===== src/rtl/disp_pkg.sv =====
// Shared definitions for the multiplexed BCD display path.
package disp_pkg;

    typedef logic [3:0] digit_t;

    // Code the downstream seven-segment decoder renders as an unlit digit.
    localparam digit_t BCD_BLANK = 4'hF;

    function automatic int idx_width(input int num_digits);
        return (num_digits < 2) ? 1 : $clog2(num_digits);
    endfunction

endpackage


===== src/rtl/scan_prescaler.sv =====
// Per-digit dwell counter: wraps every SCAN_DIV cycles and flags the dead-time
// window of the upcoming cycle.
module scan_prescaler #(
    parameter int SCAN_DIV    = 50000,
    parameter int DEAD_CYCLES = 2
) (
    input  logic clk,
    input  logic rst,
    output logic tick,
    output logic dead_next
);

    localparam int PW = (SCAN_DIV < 2) ? 1 : $clog2(SCAN_DIV);

    logic [PW-1:0] presc;
    logic [PW-1:0] presc_next;

    assign tick = (presc == PW'(SCAN_DIV - 1));

    always_comb begin
        presc_next = tick ? '0 : presc + PW'(1);
    end

    // NOTE: the reset branch lives inside the clocked process, so rst acts only on a clk edge.
    always_ff @(posedge clk) begin
        if (rst) begin
            presc <= '0;
        end else begin
            presc <= presc_next;
        end
    end

    // dead_next describes the cycle that follows the coming edge, so the
    // registered outputs in the top module line up with the counter.
    generate
        if (DEAD_CYCLES == 0) begin : g_no_dead
            assign dead_next = 1'b0;
        end else begin : g_dead
            assign dead_next = (presc_next < PW'(DEAD_CYCLES));
        end
    endgenerate

endmodule


===== src/rtl/bcd_scan_driver.sv =====
// Scans packed BCD digits onto a shared 4-bit bus with one-hot active-low
// digit selects, frame-coherent snapshot, leading-zero blanking and dead time.
module bcd_scan_driver
    import disp_pkg::*;
#(
    parameter int NUM_DIGITS    = 4,
    parameter int SCAN_DIV      = 50000,
    parameter int DEAD_CYCLES   = 2,
    parameter int BLANK_LEADING = 1
) (
    input  logic                    clk,
    input  logic                    rst,
    input  logic [4*NUM_DIGITS-1:0] digits_in,
    output logic [3:0]              data,
    output logic [NUM_DIGITS-1:0]   sel_n,
    output logic                    frame_start
);

    localparam int IW = idx_width(NUM_DIGITS);

    logic                    tick;
    logic                    dead_next;
    logic                    wrap;
    logic [IW-1:0]           idx;
    logic [IW-1:0]           idx_next;
    logic [4*NUM_DIGITS-1:0] snap;
    logic [4*NUM_DIGITS-1:0] snap_next;
    logic [NUM_DIGITS-1:0]   blank;
    logic                    lead_zero;
    digit_t                  data_next;
    logic [NUM_DIGITS-1:0]   sel_next;

    scan_prescaler #(
        .SCAN_DIV    (SCAN_DIV),
        .DEAD_CYCLES (DEAD_CYCLES)
    ) u_prescaler (
        .clk       (clk),
        .rst       (rst),
        .tick      (tick),
        .dead_next (dead_next)
    );

    assign wrap = tick && (idx == IW'(NUM_DIGITS - 1));

    always_comb begin
        idx_next  = idx;
        snap_next = snap;
        if (tick) begin
            idx_next = wrap ? '0 : idx + IW'(1);
        end
        // The snapshot is taken only as digit 0 comes up, so a frame never mixes values.
        if (wrap) begin
            snap_next = digits_in;
        end
    end

    // A digit is blanked while it and every more-significant digit are zero;
    // digit 0 always shows so an all-zero value displays a single "0".
    always_comb begin
        lead_zero = 1'b1;
        blank     = '0;
        // NOTE: blocking assignments here build the running "all zero so far" chain within one evaluation.
        for (int i = NUM_DIGITS - 1; i >= 1; i--) begin
            lead_zero = lead_zero && (snap_next[4*i +: 4] == 4'h0);
            blank[i]  = lead_zero && (BLANK_LEADING != 0);
        end
    end

    always_comb begin
        data_next = BCD_BLANK;
        for (int i = 0; i < NUM_DIGITS; i++) begin
            if (idx_next == IW'(i)) begin
                data_next = blank[i] ? BCD_BLANK : snap_next[4*i +: 4];
            end
        end
        sel_next = dead_next ? '1 : ~(NUM_DIGITS'(1) << idx_next);
    end

    // NOTE: non-blocking assignments keep every register sampling pre-edge values.
    always_ff @(posedge clk) begin
        if (rst) begin
            idx         <= '0;
            snap        <= '0;
            data        <= 4'h0;
            sel_n       <= ~NUM_DIGITS'(1);
            frame_start <= 1'b0;
        end else begin
            idx         <= idx_next;
            snap        <= snap_next;
            data        <= data_next;
            sel_n       <= sel_next;
            frame_start <= wrap;
        end
    end

endmodule


===== config.mk =====
export PLATFORM = sky130hd
export DESIGN_NAME = bcd_scan_driver
export DESIGN_NICKNAME = d
export VERILOG_FILES = /design/src/rtl/disp_pkg.sv /design/src/rtl/scan_prescaler.sv /design/src/rtl/bcd_scan_driver.sv
export SDC_FILE = /design/constraint.sdc
export NUM_CORES = 1
export LEC_CHECK = 0
export CORE_MARGIN = 5
export CORE_UTILIZATION = 41
export DETAILED_ROUTE_END_ITERATION = 16
export DONT_BUFFER_PORTS = 1
export GPL_TIMING_DRIVEN = 0
export REMOVE_ABC_BUFFERS = 1
export SYNTH_ARGS = -nofsm -noshare
export SYNTH_HDL_FRONTEND = slang
export SYNTH_SLANG_ARGS = --single-unit

===== constraint.sdc =====
create_clock -name clk -period 4.1 [get_ports clk]
set_input_delay 0.205 -clock clk [delete_from_list [all_inputs] [get_ports clk]]
set_output_delay 0.205 -clock clk [all_outputs]
set_load 0.03 [all_outputs]

==> impl_metrics.toml <==
[detailed_routing]
vias = 1921
firstDrtPassIters = 4
drt_iter0_drc = 157
drcViolationCount = 0
routed_via_density = 5.57
wl_per_cell_um = 14.8
ant_nets = 0
finalWirelength_um = 5120

[yosys]
yosysUniqueCellTypes = 50
syn_area_um2 = 2260
syn_avg_cell_area_um2 = 8.09
synth_most_common_cell = "nand2_1"
seq_area_frac_synth = 0.382
synth_common_cells = "nand2_1 (45), dfxtp_1 (43), a21oi_1 (29)"
synth-edff-count = 0
ys_top_cells_by_area = "dfxtp_1 (38%), nand2_1 (7.5%), a21oi_1 (6.4%), nor2_1 (3.7%), or3_1 (3.6%)"
synth.largest_area_cell = "dfxtp_1"
synthFlopType = "dfxtp_1"
yosysWarnings = 0
synth_top_area_share = 0.382
syn_inst = 279
async_flop_share = 0
synth-seq-cells = 43

[setup_path]
slowest_stage = "and2_1"
r2r_setup_slack_ns = 0.99
crit_required_ns = 4.29
cp_top_family = "simple AND/OR/NAND/NOR gates"
r2r_cells = 7
crit_type = "flop to flop"
r2r_end = "data[3]"
crit_path_end_kind = "flop"
worstPathArrival_ns = 3.29
critPathMaxStageDelay_ns = 0.84
cp-start-kind = "flop"
critPathMaxFanout = 27
reg2reg_from = "u_prescaler.presc[0]"
critical_path_buf_inv_count = 0
cp_cell_sequence = "ha_1 > nand3_1 > nor4_4 > and2_1 > o211ai_2 > a21oi_1 > o22ai_1"

[power]
p_comb_frac = 0.035
p_sw_mw = 0.176
p_int_mw = 0.550
vdd_drop_max_mv = 0.144
p_leak_nw = 0.774
switching_share = 0.242
powerDensity_nw_per_um2 = 309
p_seq_frac = 0.590
clkPwrFrac = 0.375

[sta]
fin_crit_ns = 3.11
finalWorstSetupSlack_ns = 0.993
finalHoldViolCount = 0
slew_headroom = 0.367
final.setup_skew_ns = 0.0106
rsz0062_at_grt = "false"
final-setup-viol-count = 0
fin_crit_sh = 0.758
fmax_ghz = 0.322
setup_tns_ns = 0
worst_pin_slew_ns = 0.949
drv_slew = 0

[placement]
gp_congestion = 0.872
dp_hpwl_um = 3570
port-buffer-count = 0
dp_slack_ns = 0.970

[clocking]
cts_buffer_depth = 2
numCtsBuffers = 5
path_clk_slew_ns = 0.09
cts.sinks = 43
cts_tree = "yes"
h-tree-depth = 2
root_buffer = "clkbuf_8"
clock_latency_ns = 0.30

[global_routing]
first_global_vias = 1735
grt_usage = 0.150
grt_max_degree = 28
antenna_found_initial = 0
grt_overflow = 0
grt_pass1_wl_um = 8740

[worst_hold_path]
hp-class = "primary input to flop"
min-delay-start = "rst"
hold-path-cell-count = 2
hold_path_end = "sel_n[1]"

[die]
die_width_um = 84.2
die-area_um2 = 7090
pin_count = 27
core_area_um2 = 5440
fp.dieH_um = 84.2
initial_core_util = 0.415
rows = 27

[job]
cap_violations = 0

[layout]
post_route_cells_drive_above_1_share = 0.0623
n_antenna_cell = 0
area_delta_synth_final_pct = 3.94
nets = 292

[status]
outcome = "complete, no violations"
==> cells in the final DEF, fill, tap and decap left out, types with 2 or more instances in the layout <==
master | netlist | layout
nor4b_1 | 4 | 4
o21ai_0 | 3 | 3
nand2b_1 | 6 | 6
nor3b_1 | 3 | 3
dfxtp_1 | 43 | 43
nand4_1 | 4 | 4
nor2_1 | 22 | 22
xnor2_1 | 5 | 5
xor2_1 | 8 | 8
a211o_1 | 2 | 2
nor3_1 | 3 | 3
a31oi_1 | 4 | 4
or2_2 | 2 | 2
nand2_1 | 45 | 45
or4_1 | 2 | 2
clkbuf_8 | 0 | 5
or3_1 | 13 | 13
and3_1 | 3 | 3
inv_1 | 6 | 6
nand3_1 | 10 | 10
and2_1 | 2 | 2
o211ai_2 | 2 | 2
o211ai_1 | 4 | 4
or4bb_1 | 2 | 2
ha_1 | 2 | 2
o21ai_1 | 4 | 4
nor2b_1 | 2 | 2
mux2i_1 | 3 | 3
o22ai_1 | 5 | 5
a21oi_1 | 29 | 29
nor4_1 | 6 | 6
==> how the worst max path moves through the flow <==
| stage | start | end | slack [ns] | cells after the start |
|---|---|---|---|---|
| after CTS | u_prescaler.presc[0] | data[3] | 0.96 | 7 |
| after detailed placement | u_prescaler.presc[0] | data[3] | 0.97 | 7 |
| after global routing | u_prescaler.presc[0] | data[3] | 0.68 | 7 |
| after global placement | u_prescaler.presc[0] | data[3] | 0.98 | 7 |
| final | u_prescaler.presc[0] | data[3] | 0.99 | 7 |
| after floorplan | u_prescaler.presc[0] | data[1] | 1.59 | 7 |
==> cell type report <==
type | instances | area [um2]
clock buffers | 6 | 72.6
clock inverters | 2 | 12.5
fillers | 557 | 3090
inverters | 6 | 22.5
multi-input cells | 215 | 1280
flip-flops and latches | 43 | 861
well taps | 72 | 90.1
repair buffers | 1 | 10.0
==> sequential cells by signal (all words and copies together) (netlist names) <==
name,count
data,4
frame_start,1
idx,2
sel_n,4
snap,16
u_prescaler.presc,16
==> layer usage <==
layer | global-route usage | part of all wire
met5 | 0 | 0
met4 | 0.0439 | 0.0070
met3 | 0.0451 | 0.064
met2 | 0.205 | 0.41
met1 | 0.225 | 0.52
==> what timing repair did <==
item                      CTS  global route
gates resized for setup     0             0
hold buffers                1             0
setup buffers               0             0
hold endpoints to repair   21             0
==> logic make-up after synthesis <==
logic type               count (synthesis)  share of synthesized area
AND/OR/NAND/NOR                        136                      0.322
AO/OA/AOI/OAI                           60                      0.164
flip-flops                              43                      0.382
buffers and inverters                   21                     0.0527
XOR/XNOR                                13                     0.0505
multiplexers                             4                     0.0183
adder cells (fa/ha/maj)                  2                     0.0111
==> power by group through the flow <==
stage	Clock [mW]	Sequential, mW	Combinational [mW]
6_report	0.272	0.428	0.0252
5_1_grt	0.299	0.429	0.0290
4_1_cts	0.276	0.428	0.0254
3_5_place_dp	0	0.438	0.0209
3_3_place_gp	0	0.438	0.0203
2_1_floorplan	0	0.437	0.0162
==> per-stage QoR <==
step | power (mW) | util | std cells | instance area, um2 | hold slack (ns)
floorplan | 0.453 | - | 264 | 2160 | 0.274
global placement | 0.458 | 0.414 | 336 | 2250 | 0.277
detailed placement | 0.459 | 0.414 | 336 | 2250 | 0.279
CTS | 0.729 | 0.431 | 345 | 2340 | 0.00148
global route | 0.757 | 0.431 | 345 | 2340 | 0.0122
finish | 0.725 | 0.431 | 345 | 2340 | 0.00246
(Power assumes the default switching activity.)
